`config.mk`:
```
export PLATFORM = sky130hd
export DESIGN_NAME = sum_game_engine
export DESIGN_NICKNAME = d
export VERILOG_FILES = /design/src/rtl/sum_game_pkg.sv /design/src/rtl/sum_game_chooser.sv /design/src/rtl/sum_triple_detect.sv /design/src/rtl/sum_game_engine.sv
export SDC_FILE = /design/constraint.sdc
export NUM_CORES = 1
export LEC_CHECK = 0
export ABC_AREA = 1
export BUFFER_PORTS_ARGS = -buffer_cell sky130_fd_sc_hd__buf_2
export CELL_PAD_IN_SITES_DETAIL_PLACEMENT = 0
export CELL_PAD_IN_SITES_GLOBAL_PLACEMENT = 1
export CORE_UTILIZATION = 46
export DETAILED_ROUTE_END_ITERATION = 10
export GPL_TIMING_DRIVEN = 0
export PLACE_DENSITY = 0.88
export SYNTH_ARGS = -nofsm -noshare
export SYNTH_HDL_FRONTEND = slang
export SYNTH_HIERARCHICAL = 1
export SYNTH_SLANG_ARGS = --single-unit
```
`constraint.sdc`:
```
create_clock -name clock -period 16.25 [get_ports clock]
set_input_delay 3.25 -clock clock [delete_from_list [all_inputs] [get_ports clock]]
set_output_delay 3.25 -clock clock [all_outputs]
set_load 0.02 [all_outputs]
```
`src/rtl/sum_game_pkg.sv`:
```
// ==== sum_game_pkg : shared state type and default game constants (rev 1.0) ====
`default_nettype none

package sum_game_pkg;

  typedef enum logic [2:0] {
    C_TURN = 3'd0,
    H_WAIT = 3'd1,
    H_WON  = 3'd2,
    C_WON  = 3'd3,
    DRAW   = 3'd4
  } state_t;

  localparam int DEF_MAX_NUM    = 9;
  localparam int DEF_TARGET     = 15;
  localparam int DEF_SLOTS      = 5;
  localparam int DEF_FIRST_MOVE = 5;

endpackage

`default_nettype wire

```
`src/rtl/sum_game_chooser.sv`:
```
// ==== sum_game_chooser : computer move selection (open, win, block, lowest free) (rev 1.0) ====
`default_nettype none

module sum_game_chooser
  import sum_game_pkg::*;
#(
  parameter  int MAX_NUM    = DEF_MAX_NUM,
  parameter  int TARGET     = DEF_TARGET,
  parameter  int FIRST_MOVE = DEF_FIRST_MOVE,
  localparam int W          = $clog2(MAX_NUM + 1)
) (
  input  logic [MAX_NUM:1] h_set,
  input  logic [MAX_NUM:1] c_set,
  output logic [W-1:0]     choice,
  output logic             c_win_next,
  output logic             none_free
);

  localparam int SW = W + 2;

  logic [MAX_NUM:1] free_bits;
  logic [MAX_NUM:1] c_comp;
  logic [MAX_NUM:1] h_comp;
  logic [MAX_NUM:1] choice_bits;
  logic [MAX_NUM:1] c_after;
  logic [W-1:0]     pick_c;
  logic [W-1:0]     pick_h;
  logic [W-1:0]     pick_f;
  logic             opening;

  assign free_bits = ~(h_set | c_set);

`ifdef SUMGAME_HUMAN_FIRST_EN
  assign opening = 1'b0;
`else
  assign opening = (c_set == '0) && free_bits[FIRST_MOVE];
`endif

  // x completes a pair when both partners already sit in one player's set
  always_comb begin
    c_comp = '0;
    h_comp = '0;
    for (int x = 1; x <= MAX_NUM; x++) begin
      for (int a = 1; a <= MAX_NUM; a++) begin
        for (int b = a + 1; b <= MAX_NUM; b++) begin
          if (free_bits[x] && (SW'(a) + SW'(b) + SW'(x) == SW'(TARGET))) begin
            if (c_set[a] && c_set[b]) c_comp[x] = 1'b1;
            if (h_set[a] && h_set[b]) h_comp[x] = 1'b1;
          end
        end
      end
    end
  end

  // descending scan so the lowest candidate is the one left standing
  always_comb begin
    pick_c = '0;
    pick_h = '0;
    pick_f = '0;
    for (int x = MAX_NUM; x >= 1; x--) begin
      if (c_comp[x])    pick_c = W'(x);
      if (h_comp[x])    pick_h = W'(x);
      if (free_bits[x]) pick_f = W'(x);
    end
  end

  always_comb begin
    if (opening)         choice = W'(FIRST_MOVE);
    else if (|c_comp)    choice = pick_c;
    else if (|h_comp)    choice = pick_h;
    else                 choice = pick_f;
  end

  always_comb begin
    choice_bits = '0;
    for (int x = 1; x <= MAX_NUM; x++)
      if (choice == W'(x)) choice_bits[x] = 1'b1;
  end

  assign c_after   = c_set | choice_bits;
  assign none_free = &(h_set | c_after);

  sum_triple_detect #(
    .MAX_NUM (MAX_NUM),
    .TARGET  (TARGET)
  ) u_c_detect (
    .bits  (c_after),
    .found (c_win_next)
  );

endmodule

`default_nettype wire

```
`src/rtl/sum_triple_detect.sv`:
```
// ==== sum_triple_detect : flags any three distinct members of a bitmap summing to TARGET (rev 1.0) ====
`default_nettype none

module sum_triple_detect
  import sum_game_pkg::*;
#(
  parameter  int MAX_NUM = DEF_MAX_NUM,
  parameter  int TARGET  = DEF_TARGET,
  localparam int W       = $clog2(MAX_NUM + 1)
) (
  input  logic [MAX_NUM:1] bits,
  output logic             found
);

  localparam int SW = W + 2;

  always_comb begin
    found = 1'b0;
    for (int a = 1; a <= MAX_NUM; a++) begin
      for (int b = a + 1; b <= MAX_NUM; b++) begin
        for (int c = b + 1; c <= MAX_NUM; c++) begin
          if (bits[a] && bits[b] && bits[c] &&
              (SW'(a) + SW'(b) + SW'(c) == SW'(TARGET)))
            found = 1'b1;
        end
      end
    end
  end

endmodule

`default_nettype wire

```
`src/rtl/sum_game_engine.sv`:
```
// ==== sum_game_engine : pick-to-target game FSM, legality, slot display; SUMGAME_HUMAN_FIRST_EN lets the human open (rev 1.0) ====
`default_nettype none

module sum_game_engine
  import sum_game_pkg::*;
#(
  parameter  int MAX_NUM    = DEF_MAX_NUM,
  parameter  int TARGET     = DEF_TARGET,
  parameter  int SLOTS      = DEF_SLOTS,
  parameter  int FIRST_MOVE = DEF_FIRST_MOVE,
  localparam int W          = $clog2(MAX_NUM + 1)
) (
  input  logic               clock,
  input  logic               reset_L,
  input  logic [W-1:0]       hMove,
  input  logic               enter_L,
  input  logic               newGame_L,
  output logic [W-1:0]       cMove,
  output logic [SLOTS*W-1:0] hSlots,
  output logic [SLOTS*W-1:0] cSlots,
  output logic               hWin,
  output logic               cWin,
  output logic               draw,
  output logic               illegal
);

`ifdef SUMGAME_HUMAN_FIRST_EN
  localparam state_t START_STATE = H_WAIT;
`else
  localparam state_t START_STATE = C_TURN;
`endif

  state_t           state, state_n;
  logic [MAX_NUM:1] h_set, c_set, h_set_n, c_set_n;
  logic [MAX_NUM:1] h_bit, c_bit, h_cand;
  logic [W-1:0]     cmove_n;
  logic [W-1:0]     choice;
  logic             illegal_n;
  logic             enter_prev;
  logic             press;
  logic             legal;
  logic             h_win_next;
  logic             c_win_next;
  logic             none_free;
  logic             h_all_claimed;

  assign press = ~enter_L & enter_prev;

  sum_game_chooser #(
    .MAX_NUM    (MAX_NUM),
    .TARGET     (TARGET),
    .FIRST_MOVE (FIRST_MOVE)
  ) u_chooser (
    .h_set      (h_set),
    .c_set      (c_set),
    .choice     (choice),
    .c_win_next (c_win_next),
    .none_free  (none_free)
  );

  // zero or out-of-range values decode to an empty bitmap and so are never legal
  always_comb begin
    h_bit = '0;
    c_bit = '0;
    for (int x = 1; x <= MAX_NUM; x++) begin
      if (hMove == W'(x))  h_bit[x] = 1'b1;
      if (choice == W'(x)) c_bit[x] = 1'b1;
    end
  end

  assign legal         = (|h_bit) && ((h_bit & (h_set | c_set)) == '0);
  assign h_cand        = h_set | h_bit;
  assign h_all_claimed = &(h_cand | c_set);

  sum_triple_detect #(
    .MAX_NUM (MAX_NUM),
    .TARGET  (TARGET)
  ) u_h_detect (
    .bits  (h_cand),
    .found (h_win_next)
  );

  always_ff @(posedge clock) begin
    if (!reset_L || !newGame_L) begin
      state      <= START_STATE;
      h_set      <= '0;
      c_set      <= '0;
      cMove      <= '0;
      illegal    <= 1'b0;
      hWin       <= 1'b0;
      cWin       <= 1'b0;
      draw       <= 1'b0;
      enter_prev <= 1'b1;
    end else begin
      state      <= state_n;
      h_set      <= h_set_n;
      c_set      <= c_set_n;
      cMove      <= cmove_n;
      illegal    <= illegal_n;
      hWin       <= (state_n == H_WON);
      cWin       <= (state_n == C_WON);
      draw       <= (state_n == DRAW);
      enter_prev <= enter_L;
    end
  end

  always_comb begin
    state_n   = state;
    h_set_n   = h_set;
    c_set_n   = c_set;
    cmove_n   = cMove;
    illegal_n = illegal;
    case (state)
      C_TURN: begin
        c_set_n = c_set | c_bit;
        cmove_n = choice;
        if (c_win_next)     state_n = C_WON;
        else if (none_free) state_n = DRAW;
        else                state_n = H_WAIT;
      end
      H_WAIT: begin
        if (press) begin
          if (legal) begin
            h_set_n   = h_cand;
            illegal_n = 1'b0;
            if (h_win_next)         state_n = H_WON;
            else if (h_all_claimed) state_n = DRAW;
            else                    state_n = C_TURN;
          end else begin
            illegal_n = 1'b1;
          end
        end
      end
      default: ;
    endcase
  end

  // ascending slot packing; slot 0 holds the smallest claimed number
  always_comb begin
    int hk;
    int ck;
    hSlots = '0;
    cSlots = '0;
    hk = 0;
    ck = 0;
    for (int x = 1; x <= MAX_NUM; x++) begin
      if (h_set[x]) begin
        if (hk < SLOTS) hSlots[hk*W +: W] = W'(x);
        hk = hk + 1;
      end
      if (c_set[x]) begin
        if (ck < SLOTS) cSlots[ck*W +: W] = W'(x);
        ck = ck + 1;
      end
    end
  end

endmodule

`default_nettype wire
```
==> reports/metrics.sh <==
WORST-R2R-CELL-COUNT=22
MAX-VDD-IR-DROP_V=0.00003314
GR-TOTAL-OVERFLOW=0
LAYOUT-DRIVE-GT1-SHARE_PCT=19.27
WORST_SETUP_PATH_END_KIND='output pin'
CTS_SETUP_BUFFERS=0
PLACE.DETAILED.HPWL_UM=16320
OUTCOME='complete, no violations'
SYNTH-EDFF-COUNT=0
CLK_PIN_SLEW_NS=0.05
POWER_PER_CELL_AREA_nW_PER_UM2=36.49
YOSYSSEQAREASHARE_PCT=8.418
CTS.HOLD.BUFFERS_ADDED=0
YS_TOP_CELLS_BY_COUNT='nand2_1, inv_1, nor2_1, nand3_1, nand2_2'
RSZ0062_AT_GRT='false'
BUFFER_PORTS.INSERTED=55
MIN_PATH_TYPE='register to register'
LAYOUT-AREA-OVERHEAD-VS-SYNTH_PCT=9.541
DR.PASS1.ITERS=5
SETUP_VIOL=0
CP.ARRIVAL_NS=6.53
HOLD_SLACK_NS=0.4889
NUM-NETS-FINAL=1393
HTREE_NUM_LEVELS=2
POST_ROUTE_FRACTION_OF_THE_PERIOD_CONSUMED_BY_THE_CRITICAL_PATH_PCT=60.18
NUMCTSBUFFERS=5
ASYNC_RESET_FF_SHARE_PCT=0
INSERTION_DELAY_OF_THE_LATER_CLOCKED_PIN_IN_THE_WORST_SKEW_PAIR_NS=0.28
POST_SYNTH_MAIN_AREA_CONTRIBUTORS='nand2_1, inv_1, ha_1, dfxtp_1, nor2_1'
SYNTHDOMINANTCELLAREASHARE_PCT=19.15
LAYOUT.CELL_AREA.NON_FILLER_SQ_UM=7815
GRTUSAGEMET1_PCT=34.14
MAX-CAP-VIOLATIONS=0
MAXIMUM_NUMBER_OF_PINS_ON_ONE_NET_BEFORE_GLOBAL_ROUTE_REPAIR=15
ROWS=45
FLOORPLAN.INITIALDENSITY_PCT=47.10
CTSLONGESTPATHBUFFERS=2
FIN_CRIT_NS=9.779
WORST-SLEW-PIN-TRANSITION_NS=0.6719
DOMINANT_CELL_BY_COUNT_IN_THE_SYNTHESIZED_NETLIST='nand2_1'
TIMING.FINAL.MAX_SLEW_VIOLATIONS=0
DR_TOTAL_VIAS=7792
GLOBALPLACE.CONGESTION=0.9279
INITIALDRTVIOLATIONCOUNT=413
FINAL-HOLD-VIOLATION-COUNT=0
CLOCK_SKEW_NS=0.002798
STD_CELL_CORE_AREA_SQ_UM=15150
MIN_DELAY_PATH_DEPTH=2
DRT_WL_TOTAL_UM=19310
IO-PIN-COUNT=56
ROUTED_VIA_DENSITY=5.120
SYNTH-MAIN-FF-CELL='dfxtp_1'
TRITONCTS='built'
SYNTH_AREA_SQ_UM=7134
DP_WORST_SETUP_SLACK_NS=6.675
CRITPATHKIND='register to output pin'
GLOBALROUTEMET3UTIL_PCT=1.771
CRIT_FANOUT=11
CRITICAL_PATH.SLOWEST_CELL='dfxtp_1'
WORSTSETUPSTARTPOINTTYPE='register'
TOTALNEGATIVESETUPSLACK_NS=0
TIMING.CRITICAL_PATH.REQUIRED_NS=13.00
GRT_FIRST_PASS_WIRELENGTH_UM=33520
FIRST_GLOBAL_VIAS=7115
DIE_H_UM=126.5
GRT_MOST_USED_LAYER='met2'
CLOCKROOTBUFFER='clkbuf_16'
USE_MET2_PCT=44.10
WORST_PATH_LARGEST_CELL_DELAY_NS=0.67
POWER.STATIC_LEAKAGE_uW=0.004593
SYNTH_CELL_TYPE_COUNT=57
CLOCK_SINK_COUNT=30
POST_CTS_RESIZE_COUNT=0
POSTSYNTHCELLCOUNT=1266
DRCVIOLATIONCOUNT=0
ROUTEDWLPERCELL_UM=12.68
FFS_LATCHES_SYNTH=30
N_ANTENNA_CELL=0
INITIAL_ANTENNA_VIOLATION_COUNT=0
P_TOTAL_uW=285.1
LAYOUT_SETUP_WS_NS=6.471
DIE_AREA_SQ_UM=16010
SYNTH.LARGEST_AREA_CELL='nand2_1'
SYN_AREA_PER_CELL_SQ_UM=5.635
YS_WARNS=6
ANT_NETS=0
GRT_USE_TOTAL_PCT=25.26
POSTPLACECELLAREA_SQ_UM=7664
FP.DIEW_UM=126.5
MAX_SLEW_MARGIN_PCT=55.15
ACHIEVABLE-FREQUENCY_MHz=102.3
-- critical path: cells and delay by family, from the launching register on --
kind | cells | cell delay, ns
flops | 1 | 0.67
compound gates | 3 | 0.58
simple gates | 18 | 1.90
buf+inv | 11 | 0.84
fa+ha+maj | 7 | 2.27
-- where the power goes --
| group | internal, uW | total (uW) | switching (uW) | leakage (uW) |
|---|---|---|---|---|
| Clock | 60.5 | 94.4 | 33.9 | 0.0000729 |
| Combinational | 37.5 | 114 | 76.2 | 0.00428 |
| Sequential | 75.1 | 77.1 | 1.97 | 0.000243 |
| Total | 173 | 285 | 112 | 0.00459 |
-- worst paths after layout --
check	start	to	slack, ns
worst max register to register	h_set[9]	draw	12.82
worst min-delay path	cMove[0]	cMove[0]	0.49
worst max-delay path	c_set[1]	cSlots[5]	6.47
worst min register to register	cMove[0]	cMove[0]	0.49
-- registers in the layout (all words and copies together) (netlist names) --
signal / cells
cMove: 4
draw: 1
cWin: 1
state: 3
hWin: 1
c_set: 9
h_set: 9
illegal: 1
enter_prev: 1
-- stage by stage --
stage	cells	utilization (%)
6_report	1522	51.60
5_1_grt	1522	51.60
4_1_cts	1522	51.60
3_5_place_dp	1514	50.60
3_3_place_gp	1514	50.60
2_1_floorplan	1271	-
-- cell families (layout without fill, tap and decap cells) --
logic type | count (synthesis) | after routing | share of synthesized area [%]
buf+inv | 247 | 310 | 13.70
other cells | 1 | 6 | 0.05256
fa+ha+maj | 52 | 52 | 9.330
compound gates | 105 | 105 | 9.260
simple gates | 823 | 823 | 58.00
xor+xnor | 8 | 8 | 1.245
flops | 30 | 30 | 8.418
-- layout by cell type (no fill, tap or decap), types with 6 or more instances in the layout --
cell type,netlist,routed
a211oi_1,11,11
a21oi_1,34,34
buf_2,2,57
conb_1,1,6
dfxtp_1,30,30
ha_1,50,50
inv_1,199,199
inv_2,31,31
nand2_1,364,364
nand2_2,59,59
nand2_4,27,27
nand3_1,89,89
nand3_2,15,15
nand3b_1,11,11
nand4_1,43,43
nor2_1,133,133
nor2_2,14,14
nor2_4,10,10
nor3_1,30,30
o21ai_0,27,27
o21ai_1,6,6
-- area by class of cell --
| cell class | count | area (sq um) |
|---|---|---|
| well taps | 188 | 235.2 |
| plain buffers | 13 | 92.59 |
| inverters | 234 | 884.6 |
| clock inverters | 2 | 12.51 |
| clock buffers | 6 | 138.9 |
| multi-input cells | 994 | 5575 |
| flip-flops and latches | 30 | 600.6 |
| repair buffers | 55 | 275.3 |
| fillers | 1664 | 7331 |
-- routing by layer --
| layer | vias to the layer above | share of wire, % |
|---|---|---|
| li1 | 4148 | - |
| met1 | 3474 | 49 |
| met2 | 151 | 46 |
| met3 | 19 | 3.7 |
| met4 | 0 | 1.2 |
| met5 | - | 0 |
Note: power is estimated with default switching activity, not from simulation.
